==> config.mk <==
export PLATFORM = sky130hd
export DESIGN_NAME = trade_dispatcher_flat
export DESIGN_NICKNAME = d
export VERILOG_FILES = /design/src/rtl/trade_dispatcher_if.sv /design/src/rtl/trade_dispatcher.sv /design/src/flat_wrapper.sv
export SDC_FILE = /design/constraint.sdc
export NUM_CORES = 1
export LEC_CHECK = 0
export CAP_MARGIN = 20
export CORE_MARGIN = 2
export CORE_UTILIZATION = 33
export DETAILED_ROUTE_END_ITERATION = 8
export GPL_ROUTABILITY_DRIVEN = 0
export SYNTH_ARGS = -nofsm -noshare
export SYNTH_HDL_FRONTEND = slang
export SYNTH_SLANG_ARGS = --single-unit
==> constraint.sdc <==
create_clock -name clk -period 3 [get_ports clk]
set_clock_uncertainty 0.05 [all_clocks]
set_input_delay 0.3 -clock clk [delete_from_list [all_inputs] [get_ports clk]]
set_output_delay 0.3 -clock clk [all_outputs]
set_load 0.02 [all_outputs]
==> src/rtl/trade_dispatcher_if.sv <==
// Bus bundle for trade_dispatcher: strategy input, risk-check request/decision,
// exchange output handshake, position/exposure update pulses and counters.
interface trade_dispatcher_if #(
   parameter int CNT_W = 16
);
   logic             in_valid;
   logic             in_ready;
   logic [31:0]      in_qty;
   logic [31:0]      in_notional;
   logic [31:0]      trade_data;
   logic             trade_valid;
   logic             trade_approved;
   logic             out_valid;
   logic             out_ready;
   logic [31:0]      out_qty;
   logic [31:0]      out_notional;
   logic [31:0]      position_update;
   logic             position_update_valid;
   logic [31:0]      exposure_update;
   logic             exposure_update_valid;
   logic [CNT_W-1:0] accept_count;
   logic [CNT_W-1:0] reject_count;

   // The dispatcher initiates trade requests, so it owns the master side.
   modport master (
      input  in_valid, in_qty, in_notional, trade_approved, out_ready,
      output in_ready, trade_data, trade_valid, out_valid, out_qty, out_notional,
             position_update, position_update_valid,
             exposure_update, exposure_update_valid,
             accept_count, reject_count
   );

   modport slave (
      output in_valid, in_qty, in_notional, trade_approved, out_ready,
      input  in_ready, trade_data, trade_valid, out_valid, out_qty, out_notional,
             position_update, position_update_valid,
             exposure_update, exposure_update_valid,
             accept_count, reject_count
   );
endinterface

==> src/rtl/trade_dispatcher.sv <==
// Order FIFO plus one-at-a-time risk-check/send sequencer.
// Optional accept/reject counters: define TRADE_DISPATCHER_COUNTERS_EN.
module trade_dispatcher #(
   parameter int FIFO_DEPTH = 4,
   parameter int CNT_W      = 16
) (
   input logic                clk,
   input logic                rst_n,
   trade_dispatcher_if.master bus
);
   localparam int PTR_W = (FIFO_DEPTH > 1) ? $clog2(FIFO_DEPTH) : 1;
   localparam logic [PTR_W:0] DEPTH_C = (PTR_W+1)'(FIFO_DEPTH);

   typedef enum logic [1:0] {ST_IDLE, ST_REQ, ST_DECIDE, ST_SEND} state_t;

   logic [63:0]      r_mem [FIFO_DEPTH];
   logic [PTR_W-1:0] r_wr_ptr;
   logic [PTR_W-1:0] r_rd_ptr;
   logic [PTR_W:0]   r_count;
   logic [31:0]      r_qty;
   logic [31:0]      r_notional;
   state_t           r_state;
   state_t           w_next_state;
   logic             w_push;
   logic             w_pop;
   logic             w_send;
   logic             w_fire;
   logic             w_fifo_empty;

   assign w_fifo_empty = (r_count == '0);
   assign bus.in_ready = (r_count != DEPTH_C);
   assign w_push       = bus.in_valid && bus.in_ready;

   // NOTE: sequential state uses non-blocking assignments so every register
   // samples pre-edge values regardless of process ordering.
   always_ff @(posedge clk) begin
      if (!rst_n) begin
         r_wr_ptr <= '0;
         r_rd_ptr <= '0;
         r_count  <= '0;
      end else begin
         if (w_push) r_wr_ptr <= r_wr_ptr + PTR_W'(1);
         if (w_pop)  r_rd_ptr <= r_rd_ptr + PTR_W'(1);
         case ({w_push, w_pop})
            2'b10:   r_count <= r_count + (PTR_W+1)'(1);
            2'b01:   r_count <= r_count - (PTR_W+1)'(1);
            default: r_count <= r_count;
         endcase
      end
   end

   // NOTE: the storage array has no reset; an entry is only ever read after
   // it has been written, so clearing it would buy nothing.
   always_ff @(posedge clk) begin
      if (w_push) r_mem[r_wr_ptr] <= {bus.in_qty, bus.in_notional};
   end

   always_ff @(posedge clk) begin
      if (!rst_n) begin
         r_qty      <= '0;
         r_notional <= '0;
      end else if (w_pop) begin
         {r_qty, r_notional} <= r_mem[r_rd_ptr];
      end
   end

   always_ff @(posedge clk) begin
      if (!rst_n) r_state <= ST_IDLE;
      else        r_state <= w_next_state;
   end

   // NOTE: every output of this block gets a default first, so no path can
   // leave a signal unassigned and infer a latch.
   always_comb begin
      w_next_state     = r_state;
      w_pop            = 1'b0;
      w_send           = 1'b0;
      bus.trade_valid  = 1'b0;
      bus.trade_data   = '0;
      bus.out_valid    = 1'b0;
      bus.out_qty      = '0;
      bus.out_notional = '0;
      case (r_state)
         ST_IDLE: begin
            if (!w_fifo_empty) begin
               w_pop        = 1'b1;
               w_next_state = ST_REQ;
            end
         end
         ST_REQ: begin
            bus.trade_valid = 1'b1;
            bus.trade_data  = r_qty;
            w_next_state    = ST_DECIDE;
         end
         ST_DECIDE: begin
            w_next_state = bus.trade_approved ? ST_SEND : ST_IDLE;
         end
         ST_SEND: begin
            bus.out_valid    = 1'b1;
            bus.out_qty      = r_qty;
            bus.out_notional = r_notional;
            if (bus.out_ready) begin
               w_send = 1'b1;
               // Chain straight into the next check when an order is waiting.
               if (!w_fifo_empty) begin
                  w_pop        = 1'b1;
                  w_next_state = ST_REQ;
               end else begin
                  w_next_state = ST_IDLE;
               end
            end
         end
         default: w_next_state = ST_IDLE;
      endcase
   end

   // A send in the reset cycle is discarded, so it must not reach the risk checker.
   assign w_fire                    = w_send && rst_n;
   assign bus.position_update_valid = w_fire;
   assign bus.exposure_update_valid = w_fire;
   assign bus.position_update       = w_fire ? r_qty      : '0;
   assign bus.exposure_update       = w_fire ? r_notional : '0;

`ifdef TRADE_DISPATCHER_COUNTERS_EN
   logic [CNT_W-1:0] r_accept_cnt;
   logic [CNT_W-1:0] r_reject_cnt;
   logic             w_reject;

   assign w_reject = (r_state == ST_DECIDE) && !bus.trade_approved;

   always_ff @(posedge clk) begin
      if (!rst_n) begin
         r_accept_cnt <= '0;
         r_reject_cnt <= '0;
      end else begin
         if (w_fire && (r_accept_cnt != '1))
            r_accept_cnt <= r_accept_cnt + CNT_W'(1);
         if (w_reject && (r_reject_cnt != '1))
            r_reject_cnt <= r_reject_cnt + CNT_W'(1);
      end
   end

   assign bus.accept_count = r_accept_cnt;
   assign bus.reject_count = r_reject_cnt;
`else
   assign bus.accept_count = {CNT_W{1'b0}};
   assign bus.reject_count = {CNT_W{1'b0}};
`endif
endmodule

==> src/flat_wrapper.sv <==
// flat-port wrapper written by rule: the top's interface ports become plain ports
module trade_dispatcher_flat 
#(
   parameter int FIFO_DEPTH = 4,
   parameter int CNT_W      = 16
)
  (clk, rst_n, bus_in_valid, bus_in_qty, bus_in_notional, bus_trade_approved, bus_out_ready, bus_in_ready, bus_trade_data, bus_trade_valid, bus_out_valid, bus_out_qty, bus_out_notional, bus_position_update, bus_position_update_valid, bus_exposure_update, bus_exposure_update_valid, bus_accept_count, bus_reject_count);
  trade_dispatcher_if #(.CNT_W(CNT_W)) bus_i ();
  input logic clk;
  input logic rst_n;
  input wire logic [$bits(bus_i.in_valid)-1:0] bus_in_valid;
  input wire logic [$bits(bus_i.in_qty)-1:0] bus_in_qty;
  input wire logic [$bits(bus_i.in_notional)-1:0] bus_in_notional;
  input wire logic [$bits(bus_i.trade_approved)-1:0] bus_trade_approved;
  input wire logic [$bits(bus_i.out_ready)-1:0] bus_out_ready;
  output wire logic [$bits(bus_i.in_ready)-1:0] bus_in_ready;
  output wire logic [$bits(bus_i.trade_data)-1:0] bus_trade_data;
  output wire logic [$bits(bus_i.trade_valid)-1:0] bus_trade_valid;
  output wire logic [$bits(bus_i.out_valid)-1:0] bus_out_valid;
  output wire logic [$bits(bus_i.out_qty)-1:0] bus_out_qty;
  output wire logic [$bits(bus_i.out_notional)-1:0] bus_out_notional;
  output wire logic [$bits(bus_i.position_update)-1:0] bus_position_update;
  output wire logic [$bits(bus_i.position_update_valid)-1:0] bus_position_update_valid;
  output wire logic [$bits(bus_i.exposure_update)-1:0] bus_exposure_update;
  output wire logic [$bits(bus_i.exposure_update_valid)-1:0] bus_exposure_update_valid;
  output wire logic [$bits(bus_i.accept_count)-1:0] bus_accept_count;
  output wire logic [$bits(bus_i.reject_count)-1:0] bus_reject_count;
  assign bus_i.in_valid = bus_in_valid;
  assign bus_i.in_qty = bus_in_qty;
  assign bus_i.in_notional = bus_in_notional;
  assign bus_i.trade_approved = bus_trade_approved;
  assign bus_i.out_ready = bus_out_ready;
  assign bus_in_ready = bus_i.in_ready;
  assign bus_trade_data = bus_i.trade_data;
  assign bus_trade_valid = bus_i.trade_valid;
  assign bus_out_valid = bus_i.out_valid;
  assign bus_out_qty = bus_i.out_qty;
  assign bus_out_notional = bus_i.out_notional;
  assign bus_position_update = bus_i.position_update;
  assign bus_position_update_valid = bus_i.position_update_valid;
  assign bus_exposure_update = bus_i.exposure_update;
  assign bus_exposure_update_valid = bus_i.exposure_update_valid;
  assign bus_accept_count = bus_i.accept_count;
  assign bus_reject_count = bus_i.reject_count;
  trade_dispatcher #(.FIFO_DEPTH(FIFO_DEPTH), .CNT_W(CNT_W)) u_core (.clk(clk), .rst_n(rst_n), .bus(bus_i));
endmodule
==> results of run 1 <==
where the power goes:
| group | internal, W | switching, W | total (W) | leakage (nW) |
|---|---|---|---|---|
| combinational | 0.00167 | 0.00263 | 0.00430 | 2.62 |
| clock | 0.00293 | 0.00185 | 0.00479 | 0.646 |
| sequential | 0.00566 | 0.000450 | 0.00611 | 2.95 |
| total | 0.0103 | 0.00493 | 0.0152 | 6.21 |
state kept, by name, summed over array words and instances (netlist names):
signal             count
u_core.r_qty          32
u_core.r_count         3
u_core.r_wr_ptr        2
u_core.r_notional     32
u_core.r_rd_ptr        2
u_core.r_state         2
u_core.r_mem         256
cell families after synthesis:
kind of cell	share of synthesized area
compound gates	0.0470
xor+xnor	0.00124
fa+ha+maj	0.0103
buf+inv	0.0491
flops	0.650
mux	0.104
other cells	0.000266
simple gates	0.138
worst max-delay path, delay by kind of cell (launching register included):
kind	cells	cell delay [ps]
adders and majority gates	1	280
and+or+nand+nor	2	400
DFF	1	420
buffers and inverters	2	890
placed cells by master, fill, tap and decap left out, drive strengths merged:
| cell | count |
|---|---|
| nand2b | 4 |
| buf | 25 |
| o31a | 1 |
| dfxtp | 73 |
| diode | 1 |
| nand2 | 68 |
| clkinv | 10 |
| fa | 1 |
| o311ai | 64 |
| ha | 10 |
| conb | 32 |
| mux4 | 64 |
| or4b | 1 |
| clkbuf | 51 |
| a21oi | 7 |
| mux2i | 2 |
| xor2 | 2 |
| nand4b | 64 |
| nor4b | 1 |
| nor2 | 3 |
| and3 | 5 |
| nor3 | 2 |
| clkdlybuf4s50 | 231 |
| a31oi | 1 |
| nand3 | 2 |
| clkinvlp | 1 |
| o21ai | 1 |
| bufinv | 5 |
| and2 | 161 |
| or3 | 1 |
| inv | 11 |
| a311oi | 2 |
| edfxtp | 256 |
| or3b | 1 |
| a21o | 3 |
metal layers:
layer	track usage	vias up	wire (um)
met5	0	-	13
met4	0.0459	2	600
met3	0.0369	42	2180
met2	0.276	291	17300
met1	0.194	4379	14700
li1	-	3914	-
worst paths after layout:
| kind | start | endpoint | slack [ps] | cells after the start |
|---|---|---|---|---|
| setup reg to reg | u_core.r_state[1] | u_core.r_count[2] | 510 | 9 |
| setup / recovery | u_core.r_state[1] | bus_position_update[12] | 110 | 5 |
| hold reg to reg | u_core.r_notional[10] | u_core.r_notional[10] | 440 | 2 |
| hold / removal | bus_in_notional[2] | u_core.r_mem[2][2] | 340 | 1 |
per-stage QoR:
stage	TNS, ps	setup slack [ps]	hold slack [ps]
after floorplan	0	7.73	349
final	0	108	338
after global routing	-907	-36.1	319
after global placement	0	385	424
after detailed placement	0	376	437
after CTS	0	51.6	303
area by class of cell:
| cell class | count | area, um2 |
|---|---|---|
| tap | 539 | 674 |
| fill | 3824 | 23900 |
| multi-input combinational | 503 | 4420 |
| sequential | 329 | 9160 |
| timing repair buffer | 256 | 2580 |
| clock inverter | 19 | 249 |
| antenna | 1 | 2.50 |
| clock buffer | 51 | 1060 |
| inverter | 8 | 30.0 |
timing repair:
| item | in CTS | in global routing |
|---|---|---|
| gates resized for setup | 0 | 0 |
| buffers inserted | 0 | 0 |
| hold buffers | 0 | 0 |
| setup endpoints to repair | 0 | 45 |
==> impl_metrics.yaml, run 1 <==
grt:
  grt_max_degree: 82
  gr-total-overflow: 0
  grt_pass1_wl_mm: 53.3
  grtUsageTotal: 0.157
  grt_antenna_before_repair: 4
  grt_pass1_vias: 8927
power_and_ir_drop:
  ir_drop_uv: 748
  power_density_nw_per_um2: 837
  leakage_nw: 6.21
  power.total_w: 0.0152
floorplan:
  die_area_um2: 44300
  ioPinCount: 266
  rows: 75
  start_util: 0.335
  die_y_um: 211
  coreArea_um2: 42000
  die_w_um: 211
detailed_routing:
  wl_mm: 34.8
  post_drt_wl_per_cell_um: 20.4
  via_count: 8628
  viasPerCell: 5.06
  drc: 0
  firstDrtPassIters: 4
  postRouteAntennaNets: 0
  drt_iter0_drc: 483
sta:
  finalSetupViolations: 0
  rsz0062_at_grt: "true"
  hold_viol_final: 0
  period_needed_ps: 2890
  slew_violations: 0
  tightest_slew_ps: 835
  period_share: 0.964
  timing.fmax_mhz: 346
  relSlewSlack: 0.444
setup_path:
  crit_fanout: 33
  start_kind: "flop"
  critPathSlowestCell: "clkdlybuf4s50_1"
  cp.arrival_ps: 2540
  end_kind: "primary output"
  critPathKind: "reg -> out"
  path_cells: "ha_2 > and3_2 > buf_4 > and2_1 > clkdlybuf4s50_1"
  slowest_delay_ps: 600
  critical_path_required_ps: 2650
logic_synthesis:
  synth-edff-count: 256
  ys_types: 36
  synth_top_area_frac: 0.546
  yosysMostFrequentCell: "edfxtp_1"
  synth_common_cells: "edfxtp_1, and2_1, dfxtp_1"
  synthArstFlopShare: 0
  yosysWarnings: 0
  syn-instance-count: 925
  synthesis.area_um2: 14100
  synthTopCellsByArea: "edfxtp_1, dfxtp_1, mux4_2, and2_1, nand4b_1"
  ys_ff_latch: 329
  postSynthAreaPerCell_um2: 15.2
  ys_seq_area_frac: 0.650
  netlist.top_cell.by_area: "edfxtp_1"
  synth_flop_cell: "edfxtp_1"
hold_path:
  hp-class: "in -> reg"
cells_and_area:
  design_area_um2: 18200
  layout-drive-gt1-share: 0.143
  fin_util: 0.432
  areaGrowthSynthToFinish_pct: 29.1
  final_nets: 1216
  final_cells: 1706
clock_network:
  clk_latency_ps: 550
  htreeDepth: 2
  cts.sinks: 329
  cts_tree: "built"
  path_clk_slew_ps: 60
  cts.path.max_buffers: 3
  cts_made_buffers: 38
  cts-root-buf: "clkbuf_16"
placed_design:
  io_buffers: 233
  dpl.hpwl_mm: 19.8
  place_inst: 1635
  place_area_um2: 16900
run:
  max_cap_viol_count: 0
status:
  status: "complete, no violations"
(Power assumes the default switching activity.)
==> inputs of run 2 (changes only) <==
Settings changed: GPL_TIMING_DRIVEN set to 1.
==> results of run 2 <==
Same layout as run 1: the final DEF is identical, and so are final timing and power.
==> inputs of run 3 (changes only) <==
Settings changed: SLEW_MARGIN set to 10.
==> results of run 3 <==
Same layout as run 1: the final DEF is identical, and so are final timing and power.
